$ cat src/rtl/alu_issue_stage.sv
// Issue stage around a combinational ALU: command FIFO in front, result register behind.
// Optional build macro ALU_RESULT_PARITY_EN adds a registered res_parity output.
module alu_issue_stage #(
  parameter int unsigned WIDTH = 32,
  parameter int unsigned DEPTH = 4,
  parameter int unsigned CNT_W = 16
) (
  input  logic                       clk,
  input  logic                       rst_n,
  input  logic                       cmd_valid,
  output logic                       cmd_ready,
  input  logic [WIDTH-1:0]           cmd_a,
  input  logic [WIDTH-1:0]           cmd_b,
  input  logic [4:0]                 cmd_op,
  input  logic                       cmd_sel,
  output logic [WIDTH-1:0]           alu_a,
  output logic [WIDTH-1:0]           alu_b,
  output logic [4:0]                 alu_op,
  output logic                       alu_sel,
  input  logic [WIDTH-1:0]           alu_result,
  input  logic                       alu_flag,
  output logic                       res_valid,
  input  logic                       res_ready,
  output logic [WIDTH-1:0]           res_data,
  output logic                       res_flag,
  output logic [4:0]                 res_op,
  output logic [$clog2(DEPTH):0]     fifo_level,
  output logic [CNT_W-1:0]           done_cnt
`ifdef ALU_RESULT_PARITY_EN
  ,
  output logic                       res_parity
`endif
);

  localparam int unsigned AW = $clog2(DEPTH);
  localparam int unsigned LW = AW + 1;

  typedef enum logic {
    OUT_EMPTY,
    OUT_FULL
  } out_state_e;

  logic [WIDTH-1:0] mem_a_q   [DEPTH];
  logic [WIDTH-1:0] mem_b_q   [DEPTH];
  logic [4:0]       mem_op_q  [DEPTH];
  logic             mem_sel_q [DEPTH];

  logic [AW-1:0]    wr_ptr_q, wr_ptr_d;
  logic [AW-1:0]    rd_ptr_q, rd_ptr_d;
  logic [LW-1:0]    level_q, level_d;

  out_state_e       state_q, state_d;
  logic [WIDTH-1:0] res_data_q, res_data_d;
  logic             res_flag_q, res_flag_d;
  logic [4:0]       res_op_q, res_op_d;
  logic [CNT_W-1:0] done_cnt_q, done_cnt_d;

  logic empty;
  logic full;
  logic push;
  logic pop;
  logic handoff;

  assign empty     = (level_q == '0);
  assign full      = (level_q == LW'(DEPTH));
  assign cmd_ready = !full;
  assign push      = cmd_valid && cmd_ready;
  assign res_valid = (state_q == OUT_FULL);
  // Pop only when the result register is free or being drained this cycle.
  assign pop       = !empty && (!res_valid || res_ready);
  assign handoff   = res_valid && res_ready;

  always_comb begin
    alu_a   = '0;
    alu_b   = '0;
    alu_op  = '0;
    alu_sel = 1'b0;
    if (!empty) begin
      alu_a   = mem_a_q[rd_ptr_q];
      alu_b   = mem_b_q[rd_ptr_q];
      alu_op  = mem_op_q[rd_ptr_q];
      alu_sel = mem_sel_q[rd_ptr_q];
    end
  end

  always_ff @(posedge clk) begin
    if (push) begin
      mem_a_q[wr_ptr_q]   <= cmd_a;
      mem_b_q[wr_ptr_q]   <= cmd_b;
      mem_op_q[wr_ptr_q]  <= cmd_op;
      mem_sel_q[wr_ptr_q] <= cmd_sel;
    end
  end

  always_comb begin
    wr_ptr_d = wr_ptr_q;
    rd_ptr_d = rd_ptr_q;
    level_d  = level_q;
    if (push) begin
      wr_ptr_d = wr_ptr_q + AW'(1);
    end
    if (pop) begin
      rd_ptr_d = rd_ptr_q + AW'(1);
    end
    case ({push, pop})
      2'b10:   level_d = level_q + LW'(1);
      2'b01:   level_d = level_q - LW'(1);
      default: level_d = level_q;
    endcase
  end

  always_comb begin
    state_d    = state_q;
    res_data_d = res_data_q;
    res_flag_d = res_flag_q;
    res_op_d   = res_op_q;
    done_cnt_d = done_cnt_q;
    if (handoff) begin
      done_cnt_d = done_cnt_q + CNT_W'(1);
    end
    case (state_q)
      OUT_EMPTY: begin
        if (pop) begin
          state_d = OUT_FULL;
        end
      end
      OUT_FULL: begin
        if (!pop && res_ready) begin
          state_d = OUT_EMPTY;
        end
      end
      default: state_d = OUT_EMPTY;
    endcase
    if (pop) begin
      res_data_d = alu_result;
      res_flag_d = alu_flag;
      res_op_d   = alu_op;
    end
  end

  always_ff @(posedge clk or negedge rst_n) begin
    if (!rst_n) begin
      wr_ptr_q   <= '0;
      rd_ptr_q   <= '0;
      level_q    <= '0;
      state_q    <= OUT_EMPTY;
      res_data_q <= '0;
      res_flag_q <= 1'b0;
      res_op_q   <= '0;
      done_cnt_q <= '0;
    end else begin
      wr_ptr_q   <= wr_ptr_d;
      rd_ptr_q   <= rd_ptr_d;
      level_q    <= level_d;
      state_q    <= state_d;
      res_data_q <= res_data_d;
      res_flag_q <= res_flag_d;
      res_op_q   <= res_op_d;
      done_cnt_q <= done_cnt_d;
    end
  end

  assign res_data   = res_data_q;
  assign res_flag   = res_flag_q;
  assign res_op     = res_op_q;
  assign fifo_level = level_q;
  assign done_cnt   = done_cnt_q;

`ifdef ALU_RESULT_PARITY_EN
  logic res_parity_q;

  always_ff @(posedge clk or negedge rst_n) begin
    if (!rst_n) begin
      res_parity_q <= 1'b0;
    end else if (pop) begin
      res_parity_q <= ^alu_result;
    end
  end

  assign res_parity = res_parity_q;
`endif

endmodule

$ cat config.mk
export PLATFORM = sky130hd
export DESIGN_NAME = alu_issue_stage
export DESIGN_NICKNAME = d
export VERILOG_FILES = /design/src/rtl/alu_issue_stage.sv
export SDC_FILE = /design/constraint.sdc
export NUM_CORES = 1
export LEC_CHECK = 0
export ABC_AREA = 1
export CORE_MARGIN = 3
export CORE_UTILIZATION = 30
export DETAILED_ROUTE_END_ITERATION = 12
export HOLD_SLACK_MARGIN = 0.12
export MAX_ROUTING_LAYER = met4
export SLEW_MARGIN = 0
export SYNTH_ARGS = -nofsm -noshare
export SYNTH_HDL_FRONTEND = slang
export SYNTH_SLANG_ARGS = --single-unit
$ cat constraint.sdc
create_clock -name clk -period 4.6 [get_ports clk]
set_clock_uncertainty 0.2 [all_clocks]
set_input_delay 0.69 -clock clk [delete_from_list [all_inputs] [get_ports clk]]
set_output_delay 0.69 -clock clk [all_outputs]
set_load 0.03 [all_outputs]
==> metrics.cfg, run 1 <==
[timing]
hold_viol = 0
rsz0062_at_grt = false
fin_ws_ns = 0.541
fin_crit_sh = 0.882
period_needed_ns = 4.06
whs_ns = 0.277
slew_headroom = 0.413
setup_violations = 0
finalMaxSlewViolations = 0
fmax_mhz = 246
tightest_slew_ns = 0.880

[yosys]
synth_compound_area_frac = 0.0764
netlist_area_um2 = 13400
synthXorXnorAreaFrac = 0.00978
syn_nets = 1233
synthSimpleGateAreaFrac = 0.133
synth_seq_cells = 342
ys_seq_area_frac = 0.742
synth_ff_type = edfxtp_1
syn_avg_cell_area_um2 = 12.0
synthAdderAreaFrac = 0.00708
synth_edf_count = 280
yosysWarnings = 0
async_reset_ff_frac = 0.181
ys_types = 27
synthMuxAreaShare = 0.000838
synth_top_family_by_area = simple AND/OR/NAND/NOR gates
synthCells = 1119

[worst_setup_path]
slowest_stage = dfrtp_4
cp.arrival_ns = 3.17
critPathLaunchType = flop
crit_type = flop to output port
path_cells = buf_12 > nor2_1 > nor2_1 > o21ai_0 > a21oi_1 > clkdlybuf4s50_1
worst-path-max-fanout = 93
worstPathRequired_ns = 3.71
end_kind = output port
critPathMaxStageDelay_ns = 0.79
crit_top_cell = nor2_1

[die]
rows = 76
die_w_um = 218
dieHeight_um = 218
design.core.area_um2 = 43600
fp.dieArea_um2 = 47300
initial_core_util = 0.308
num_io_pins = 236

[detailed_routing]
drt_wl_total_um = 33500
drt-initial-drc-count = 588
dr_total_vias = 9041
drcViolationCount = 0
wl_per_cell_um = 17.0
detail-route-antenna-nets = 0
viasPerCell = 4.58
dr.pass1.iters = 5

[final_layout]
drive_gt1_frac = 0.0671
multi_input_area_um2 = 3080
num-fill-cells = 4060
area.sequential_um2 = 9970
final_net_count = 1470
layout_common_cells = 280 x nor2_1, 280 x edfxtp_1, 234 x clkdlybuf4s50_1
utilization = 0.409
syn_to_final_growth_pct = 32.9
layout.cells.non_filler = 1974
fin_area_um2 = 17900

[clock_tree]
numCtsBuffers = 39
ctsRootBufferMaster = clkbuf_16
cts_tree = built
clk_pin_slew_ns = 0.06
cts.sinks = 342
cts_max_level = 2
clock_latency_ns = 0.55
cts_max_path_buffers = 3

[placed_design]
gp_congestion = 0.782
pre_cts_ws_ns = 1.14
hpwlAfterDp_um = 20100
dp_cells = 1899
io_buffers = 235
dpl_cell_area_um2 = 16500

[power]
switching_share = 0.396
p_per_area_nw_per_um2 = 772
total_leakage_power_nw = 6.45
seqPwrFrac = 0.325
max-vdd-ir-drop_mv = 0.460
p_int_mw = 8.33
switchingPower_mw = 5.46
clockPowerShare = 0.239
comb_power_share = 0.435

[global_routing]
track_usage = 0.143
overflow = 0
grt_max_degree = 94
grt_pass1_vias = 9168
antenna_found_initial = 2
grt_pass1_wl_um = 51400

[job]
drv_cap = 0

[outcome]
run_status = completed

[min_path]
min_path_type = flop to flop

## critical path: cells and delay by family (launching register included)
| family | cells | cell delay (ns) |
|---|---|---|
| AO/OA/AOI/OAI | 2 | 0.37 |
| buffers and inverters | 2 | 1.11 |
| flip-flops | 1 | 0.79 |
| AND/OR/NAND/NOR | 2 | 0.20 |
## stage by stage
stage	TNS (ns)	total power, mW
finish	0	13.8
global route	0	14.6
CTS	0	14.0
detailed placement	0	10.6
global placement	0	10.6
floorplan	-74.89	8.13
## power groups by stage
stage	registers (mW)	clock network [mW]	logic [mW]
floorplan	4.84	0	3.28
global placement	4.53	0	6.07
detailed placement	4.55	0	6.09
CTS	4.49	3.40	6.12
global route	4.56	3.52	6.53
finish	4.49	3.30	6.00
## Yosys cell counts, types with 3 or more instances
cell type / instances / area share
a21oi_1: 67 / 0.025
buf_1: 6 / 0.0017
buf_2: 12 / 0.0045
buf_4: 12 / 0.0067
buf_6: 4 / 0.0034
clkbuf_1: 18 / 0.0050
clkbuf_2: 8 / 0.0030
dfrtp_1: 62 / 0.12
edfxtp_1: 280 / 0.63
ha_1: 6 / 0.0056
inv_1: 21 / 0.0059
inv_2: 3 / 0.00084
nand2_1: 156 / 0.044
nand3_1: 15 / 0.0056
nand4_1: 5 / 0.0023
nor2_1: 284 / 0.079
o21ai_0: 99 / 0.037
o21ai_1: 39 / 0.015
xnor2_1: 8 / 0.0052
xor2_1: 7 / 0.0046
## cell type report
class,count,area share
flip-flops and latches,342,0.558
diodes,2,0.000280
well taps,585,0.0410
repair buffers,256,0.145
inverters,25,0.00540
multi-input cells,692,0.172
clock inverters,25,0.0204
clock buffers,47,0.0569
## routing by layer
metal	GRT usage	part of all wire	up-vias
met5	-	0	-
met4	0.0385	0.023	0
met3	0.0405	0.076	59
met2	0.234	0.47	293
met1	0.176	0.43	4359
li1	-	-	4330
## worst paths after layout
path	from	end	cells past startpoint	slack (ns)
worst max-delay path	rd_ptr_q[0]	alu_a[24]	6	0.54
min in group asynchronous	rst_n	res_data[14]	2	0.60
worst max register to register	fifo_level[0]	fifo_level[2]	9	2.10
worst min-delay path	res_data[26]	res_data[26]	2	0.28
max in group asynchronous	rst_n	res_data[23]	3	2.71
worst min register to register	res_data[26]	res_data[26]	2	0.28
## sequential cells by signal, indices dropped and copies added (netlist names)
register    count
done_cnt       16
res_op          5
res_data       32
rd_ptr_q        2
mem_sel_q       4
res_flag        1
mem_a_q       128
mem_b_q       128
wr_ptr_q        2
mem_op_q       20
res_valid       1
fifo_level      3
## timing repair
| item | CTS | global route |
|---|---|---|
| buffers inserted | 0 | 0 |
| endpoints found under the setup margin | 0 | 0 |
| gates resized for setup | 0 | 0 |
| hold buffers | 1 | 0 |
| hold endpoints to repair | 35 | 0 |
## logic make-up after synthesis
logic type / after synthesis
buf+inv: 85
xor+xnor: 15
fa+ha+maj: 7
mux: 1
flops: 342
simple gates: 464
compound gates: 205
Note: power is estimated with default switching activity, not from simulation.
==> run 2, diff against run 1 <==
--- a/config.mk
+++ b/config.mk
@@ -11,6 +11,7 @@
 export DETAILED_ROUTE_END_ITERATION = 12
 export HOLD_SLACK_MARGIN = 0.12
 export MAX_ROUTING_LAYER = met4
+export RECOVER_POWER = 100
 export SLEW_MARGIN = 0
 export SYNTH_ARGS = -nofsm -noshare
 export SYNTH_HDL_FRONTEND = slang
==> metrics.cfg, run 2 (synthesis gave the netlist of run 1 again) <==
[outcome]
run_status = finished, violations left
violations = max-capacitance violations, max-slew violations

[clock_tree]
cts_max_level = 2
cts_tree = built
clock_latency_ns = 0.55
cts.repair.resized = 0
numCtsBuffers = 39
cts.sinks = 342
cts_max_path_buffers = 3
ctsRootBufferMaster = clkbuf_16
clk_pin_slew_ns = 0.06

[die]
num_io_pins = 236
die_w_um = 218
fp.dieArea_um2 = 47300
design.core.area_um2 = 43600
dieHeight_um = 218
initial_core_util = 0.308
rows = 76

[global_routing]
track_usage = 0.143
overflow = 0
grt_pass1_wl_um = 51400
grt_pass1_vias = 9168
grt_max_degree = 94
antenna_found_initial = 8

[worst_setup_path]
ff2ff_path_depth = 5
worstPathRequired_ns = 3.71
end_kind = output port
critPathLaunchType = flop
cp.arrival_ns = 3.33
worst-path-max-fanout = 46
crit_type = flop to output port

[final_layout]
multi_input_area_um2 = 3050
num-fill-cells = 4076
drive_gt1_frac = 0.0591
final_net_count = 1470
final_common_cell = nor2_1
layout_common_cells = 283 x nor2_1, 280 x edfxtp_1, 183 x dlygate4sd3_1
area.sequential_um2 = 9960
syn_to_final_growth_pct = 32.3
fin_area_um2 = 17800

[detailed_routing]
drcViolationCount = 0
drt_wl_total_um = 33500
dr_total_vias = 9043
drt-initial-drc-count = 574
dr.pass1.iters = 4
wl_per_cell_um = 16.9
detail-route-antenna-nets = 0
viasPerCell = 4.57

[timing]
slew_headroom = -0.461
tns_ns = 0
hold_viol = 0
tightest_slew_ns = 2.19
setup_violations = 0
finalMaxSlewViolations = 264
rsz0062_at_grt = false
fin_crit_sh = 0.918
fmax_mhz = 237
period_needed_ns = 4.22

[min_path]
min_path_type = flop to flop
worstHoldPathCells = 2

[power]
p_per_area_nw_per_um2 = 760
total_leakage_power_nw = 6.53
max-vdd-ir-drop_mv = 0.440

[job]
drv_cap = 7

[placed_design]
gp_congestion = 0.782
hpwlAfterDp_um = 20100
dpl_cell_area_um2 = 16500
io_buffers = 235

run 2: cell count changes in the layout (fill, tap and decap cells not counted), moves of 5 or more:
cell,before,now
clkdlybuf4s50_1,234,52
dlygate4sd3_1,1,183
buf_4,13,5
clkbuf_2,0,7
clkbuf_1,7,12
diode_2,2,7
run 2: path summary, 6_finish.rpt:
kind	slack [ns]	end	start
worst max-delay path	0.38	alu_a[1]	rd_ptr_q[1]
worst min-delay path	0.27	res_data[26]	res_data[26]
worst max register to register	0.79	mem_a_q[3][13]	fifo_level[0]
worst min register to register	0.27	res_data[26]	res_data[26]
max in group asynchronous	1.47	res_data[23]	rst_n
min in group asynchronous	1.10	res_data[14]	rst_n
run 2: final cells by class:
| type | count | area share |
|---|---|---|
| flip-flops and latches | 342 | 0.561 |
| multi-input cells | 692 | 0.172 |
| repair buffers | 256 | 0.142 |
| clock buffers | 47 | 0.0572 |
| well taps | 585 | 0.0412 |
| clock inverters | 25 | 0.0205 |
| inverters | 25 | 0.00542 |
| diodes | 7 | 0.000986 |
run 2: metrics by stage:
stage	hold slack, ns	std cells	utilization	power [mW]	worst slack, ns
2_1_floorplan	0.194	1119	-	8.13	-0.267
3_3_place_gp	0.260	1899	0.377	10.6	1.11
3_5_place_dp	0.267	1899	0.377	10.6	1.14
4_1_cts	0.281	1972	0.409	14.0	0.488
5_1_grt	0.297	1979	0.407	14.3	0.174
6_report	0.272	1979	0.407	13.5	0.376
run 2: critical path, cell delays in order (launching register included):
cell           delay (ns)
dfrtp_2              0.79
inv_2                0.43
buf_12               0.29
nor2_1               0.14
o21ai_0              0.08
a21oi_1              0.19
dlygate4sd3_1        0.77
run 2: what timing repair did:
item	in CTS	in global routing
hold endpoints to repair	35	0
buffers inserted	0	0
hold buffers	1	0
setup endpoints to repair	0	0
run 2: report_power, final:
part / switching [mW] / internal, mW
logic: 3.81 / 1.89
clock network: 1.25 / 2.05
registers: 0.349 / 4.15
total: 5.41 / 8.08
run 2: routing by layer:
metal	up-vias	global-route usage	share of wire
met3	52	0.0405	0.073
met2	289	0.234	0.47
met1	4365	0.176	0.43
li1	4337	-	-
met5	-	-	0
met4	0	0.0385	0.022
==> run 3, diff against run 2 <==
--- a/config.mk
+++ b/config.mk
@@ -6,6 +6,7 @@
 export NUM_CORES = 1
 export LEC_CHECK = 0
 export ABC_AREA = 1
+export CAP_MARGIN = 20
 export CORE_MARGIN = 3
 export CORE_UTILIZATION = 30
 export DETAILED_ROUTE_END_ITERATION = 12
==> results of run 3 <==
Final layout, timing and power as in run 2 (identical DEF).
